### src/rtl/alu_arbiter.sv
// Round-robin arbiter that time-shares one combinational ALU between two requesters.
// Each accepted operation is registered, presented to the ALU for one cycle, and its
// result and flags are returned on a single response channel tagged with the requester id.
module alu_arbiter #(
    parameter int unsigned WIDTH   = 32,
    parameter bit          RR_INIT = 1'b0
) (
    input  logic             clk,
    input  logic             rst,

    input  logic             req0_valid,
    output logic             req0_ready,
    input  logic [WIDTH-1:0] req0_x,
    input  logic [WIDTH-1:0] req0_y,
    input  logic [2:0]       req0_op,

    input  logic             req1_valid,
    output logic             req1_ready,
    input  logic [WIDTH-1:0] req1_x,
    input  logic [WIDTH-1:0] req1_y,
    input  logic [2:0]       req1_op,

    output logic [WIDTH-1:0] alu_x,
    output logic [WIDTH-1:0] alu_y,
    output logic [2:0]       alu_op,
    input  logic [WIDTH-1:0] alu_z,
    input  logic             alu_equal,
    input  logic             alu_overflow,
    input  logic             alu_zero,

    output logic             rsp_valid,
    input  logic             rsp_ready,
    output logic             rsp_id,
    output logic [WIDTH-1:0] rsp_z,
    output logic [2:0]       rsp_flags,
    output logic             rsp_err
);

    localparam logic [2:0] OpReserved = 3'b111;

    typedef enum logic [1:0] {StIdle, StExec, StResp} state_e;

    state_e state_q, state_d;

    // Priority pointer: names the requester that wins when both are valid.
    logic ptr_q;

    // Operand registers; these feed the ALU directly and hold in every state.
    logic [WIDTH-1:0] x_q;
    logic [WIDTH-1:0] y_q;
    logic [2:0]       op_q;
    logic             id_q;

    // Response registers.
    logic             rsp_id_q;
    logic [WIDTH-1:0] rsp_z_q;
    logic [2:0]       rsp_flags_q;
    logic             rsp_err_q;

    logic grant_any;
    logic grant_id;
    logic accept;
    logic rsp_hs;

    // Pick a winner among the valid requesters; pointer breaks ties.
    always_comb begin
        grant_any = req0_valid | req1_valid;
        if (req0_valid && req1_valid) begin
            grant_id = ptr_q;
        end else begin
            grant_id = req1_valid;
        end
    end

    assign accept = (req0_valid & req0_ready) | (req1_valid & req1_ready);
    assign rsp_hs = rsp_valid & rsp_ready;

    // State register.
    always_ff @(posedge clk) begin
        if (rst) begin
            state_q <= StIdle;
        end else begin
            state_q <= state_d;
        end
    end

    // Next-state logic.
    always_comb begin
        state_d = state_q;
        unique case (state_q)
            StIdle:  if (accept) state_d = StExec;
            StExec:  state_d = StResp;
            StResp:  if (rsp_hs) state_d = StIdle;
            default: state_d = StIdle;
        endcase
    end

    // Handshake outputs; ready is gated by reset so nothing is accepted while it is asserted.
    always_comb begin
        req0_ready = 1'b0;
        req1_ready = 1'b0;
        rsp_valid  = 1'b0;
        unique case (state_q)
            StIdle: begin
                if (!rst && grant_any) begin
                    req0_ready = ~grant_id;
                    req1_ready = grant_id;
                end
            end
            StResp:  rsp_valid = 1'b1;
            default: ;
        endcase
    end

    // Capture operands of the granted request.
    always_ff @(posedge clk) begin
        if (rst) begin
            x_q  <= '0;
            y_q  <= '0;
            op_q <= '0;
            id_q <= 1'b0;
        end else if (accept) begin
            x_q  <= grant_id ? req1_x  : req0_x;
            y_q  <= grant_id ? req1_y  : req0_y;
            op_q <= grant_id ? req1_op : req0_op;
            id_q <= grant_id;
        end
    end

    // Capture ALU result at the end of EXEC; fields hold after the response is consumed.
    always_ff @(posedge clk) begin
        if (rst) begin
            rsp_id_q    <= 1'b0;
            rsp_z_q     <= '0;
            rsp_flags_q <= '0;
            rsp_err_q   <= 1'b0;
        end else if (state_q == StExec) begin
            rsp_id_q    <= id_q;
            rsp_z_q     <= alu_z;
            rsp_flags_q <= {alu_equal, alu_overflow, alu_zero};
            rsp_err_q   <= (op_q == OpReserved);
        end
    end

    // Hand priority to the requester that was not just served.
    always_ff @(posedge clk) begin
        if (rst) begin
            ptr_q <= RR_INIT;
        end else if (rsp_hs) begin
            ptr_q <= ~rsp_id_q;
        end
    end

    assign alu_x     = x_q;
    assign alu_y     = y_q;
    assign alu_op    = op_q;

    assign rsp_id    = rsp_id_q;
    assign rsp_z     = rsp_z_q;
    assign rsp_flags = rsp_flags_q;
    assign rsp_err   = rsp_err_q;

endmodule

### config.mk
export PLATFORM = sky130hd
export DESIGN_NAME = alu_arbiter
export DESIGN_NICKNAME = d
export VERILOG_FILES = /design/src/rtl/alu_arbiter.sv
export SDC_FILE = /design/constraint.sdc
export NUM_CORES = 1
export LEC_CHECK = 0
export BUFFER_PORTS_ARGS = -buffer_cell sky130_fd_sc_hd__buf_4
export CORE_AREA = 2 2 108 110
export DETAILED_ROUTE_END_ITERATION = 8
export DIE_AREA = 0 0 110 112
export PLACE_DENSITY = 0.73
export SETUP_SLACK_MARGIN = 0.05
export SYNTH_ARGS = -nofsm -noshare
export SYNTH_HDL_FRONTEND = slang
export SYNTH_SLANG_ARGS = --single-unit
### constraint.sdc
create_clock -name clk -period 2.4 [get_ports clk]
set_clock_uncertainty 0.15 [all_clocks]
set_input_delay 0.6 -clock clk [delete_from_list [all_inputs] [get_ports clk]]
set_output_delay 0.6 -clock clk [all_outputs]
set_load 0.01 [all_outputs]
==> flow_summary.json <==
{
  "synth_top_cell_by_area": "dfxtp_1",
  "synth_area_leaders": "dfxtp_1 48%, mux2i_1 15%, nand3b_1 11%",
  "via_count": 4338,
  "fillers": 978,
  "cpMostUsedCell": "buf_4",
  "firstDrtPassIters": 4,
  "maxCapViolCount": 0,
  "antenna_found_initial": 0,
  "p_leak_nw": 3.35,
  "drive_gt1_share_pct": 41.8,
  "path_cells": "buf_4, nor2_1, or4_4, inv_2, and2_4, buf_4",
  "hold_viol_final": 0,
  "vdd_drop_max_mv": 0.360,
  "power_mw": 4.51,
  "status": "finished clean",
  "clock_latency_ns": 0.33,
  "grt_max_degree": 136,
  "syn_avg_cell_area_um2": 9.31,
  "crit_required_ns": 1.65,
  "finalCritPeriodShare_pct": 96.4,
  "slowest_delay_ns": 0.49,
  "clock_sinks": 108,
  "worst_slack_ns": 0.0857,
  "relSlewSlack_pct": 38.3,
  "fin_crit_ns": 2.31,
  "root_buffer": "clkbuf_16",
  "final_net_count": 909,
  "power.density_nw_per_um2": 655,
  "yosysWarnings": 0,
  "globalplace.congestion": 0.800,
  "area_growth_syn_to_layout_pct": 54.1,
  "syn_nets": 654,
  "critPathSlowestCell": "or4_4",
  "synth_seq_area_share_pct": 48.4,
  "synth_area_um2": 4470,
  "ctsLongestPathBuffers": 2,
  "grtUsageTotal_pct": 20.2,
  "layout_commonest_cell": "buf_4",
  "drt-vias-per-instance": 4.91,
  "crit_fanout": 2,
  "yosysUniqueCellTypes": 22,
  "dieArea_um2": 12300,
  "dieHeight_um": 112,
  "fin_setup_tns_ns": 0,
  "maxSlewViolCount": 0,
  "pre_cts_ws_ns": -0.0681,
  "path_clk_slew_ns": 0.07,
  "cts_hold_buf": 0,
  "cp_top_family": "simple AND/OR/NAND/NOR gates",
  "start_kind": "input pin",
  "cts_tree": "yes",
  "gr-total-overflow": 0,
  "critPathBufInv": 3,
  "avgRoutedWirePerCell_um": 14.8,
  "placed_area_um2": 6580,
  "core_um2": 11200,
  "ios": 281,
  "htreeDepth": 3,
  "seqCellArea_um2": 2160,
  "synth_top_cell_area_share_pct": 48.4,
  "cp.arrival_ns": 1.56,
  "ant_nets": 0,
  "yosys_register_bits": 108,
  "hold_slack_ns": 0.304,
  "die_w_um": 110,
  "setup_viol": 0,
  "stdcell_area_um2": 6880,
  "io_buffer_count": 280,
  "post-dp-hpwl_mm": 9.80,
  "multi_input_area_um2": 2080,
  "diodes": 0,
  "rows": 39,
  "drt-initial-drc-count": 245,
  "grt_pass1_wl_mm": 19.6,
  "numCtsBuffers": 9,
  "cp-end-kind": "primary output",
  "hp-class": "reg -> reg",
  "drc": 0,
  "fmax_mhz": 432,
  "critPathKind": "in -> out",
  "layout_common_cells": "286 x buf_4, 107 x dfxtp_1, 74 x nand2_1, 67 x mux2i_1, 67 x nand3b_1",
  "worst_pin_slew_ns": 0.926,
  "grt_pass1_vias": 4102,
  "syn_inst": 480,
  "start_util_pct": 40.0,
  "rsz0062_at_grt": "no",
  "wl_mm": 13.1
}
-- timing repair --
| action | in CTS | in global routing |
|---|---|---|
| setup endpoints to repair | 0 | 2 |
| buffers inserted | 0 | 0 |
| resized for setup | 0 | 2 |
-- power by group --
part / switching (mW) / internal (mW)
sequential: 0.100 / 1.97
clock: 0.650 / 0.772
combinational: 0.464 / 0.553
-- flip-flops by register name, summed over array words and instances, names as in the netlist --
| signal | cells |
|---|---|
| alu_op | 3 |
| alu_x | 32 |
| alu_y | 32 |
| id_q | 1 |
| ptr_q | 1 |
| rsp_err | 1 |
| rsp_flags | 3 |
| rsp_id | 1 |
| rsp_z | 32 |
| state_q | 2 |
-- synthesized netlist by cell type --
library cell  number
dfxtp_1          108
nand2_1           74
mux2i_1           67
nand3b_1          67
a21oi_1           40
o21ai_1           40
o21ai_0           28
clkbuf_1          21
buf_2              9
buf_6              7
buf_1              3
buf_4              2
inv_1              2
nand2b_1           2
nor2_1             2
nor2b_1            2
a311oi_1           1
and2_1             1
clkbuf_2           1
nand4_1            1
or3_1              1
or4_4              1
-- stage by stage --
step | utilization, % | instances
global route | 61.6 | 883
global placement | 58.9 | 867
CTS | 61.5 | 883
finish | 61.6 | 883
floorplan | - | 480
detailed placement | 58.9 | 867
-- worst register-to-register path: stages, from the launching register on --
cell and delay [ns]:
dfxtp_2 0.34, or4_4 0.54, buf_6 0.30, nand3b_1 0.35
o21ai_0 0.10
-- final cells by class --
type	count	share of cell area, %
Multi-Input combinational cell	327	30.2
Clock inverter	5	0.618
Sequential cell	108	31.4
Timing Repair Buffer	287	31.4
Tap cell	143	2.60
Clock buffer	11	3.67
Inverter	2	0.109
-- metal layers --
| layer | global-route usage (%) | part of all wire, % |
|---|---|---|
| met5 | 0 | 0 |
| met4 | 8.95 | 3.1 |
| met3 | 4.51 | 7.2 |
| met2 | 33.8 | 50 |
| met1 | 24.6 | 40 |
-- path summary, 6_finish.rpt --
| kind | startpoint | end | slack [ns] | depth (start not counted) |
|---|---|---|---|---|
| worst max register to register | state_q[1]$_SDFFE_PP0P_ | alu_x[13]$_SDFFE_PP0P_ | 0.47 | 4 |
| worst max-delay path | req1_valid | req0_ready | 0.09 | 6 |
| worst min-delay path | id_q$_SDFFE_PP0P_ | rsp_id$_SDFFE_PP0N_ | 0.30 | 2 |
| worst min register to register | id_q$_SDFFE_PP0P_ | rsp_id$_SDFFE_PP0N_ | 0.30 | 2 |
-- cells by family (layout without fill, tap and decap cells) --
group / after synthesis / count (layout) / share of synthesized area, %
simple gates: 151 / 151 / 18.9
compound gates: 109 / 109 / 12.3
flops: 108 / 108 / 48.4
mux: 67 / 67 / 15.0
buf+inv: 45 / 305 / 5.41
No activity file was read; power rests on OpenSTA's default activity.
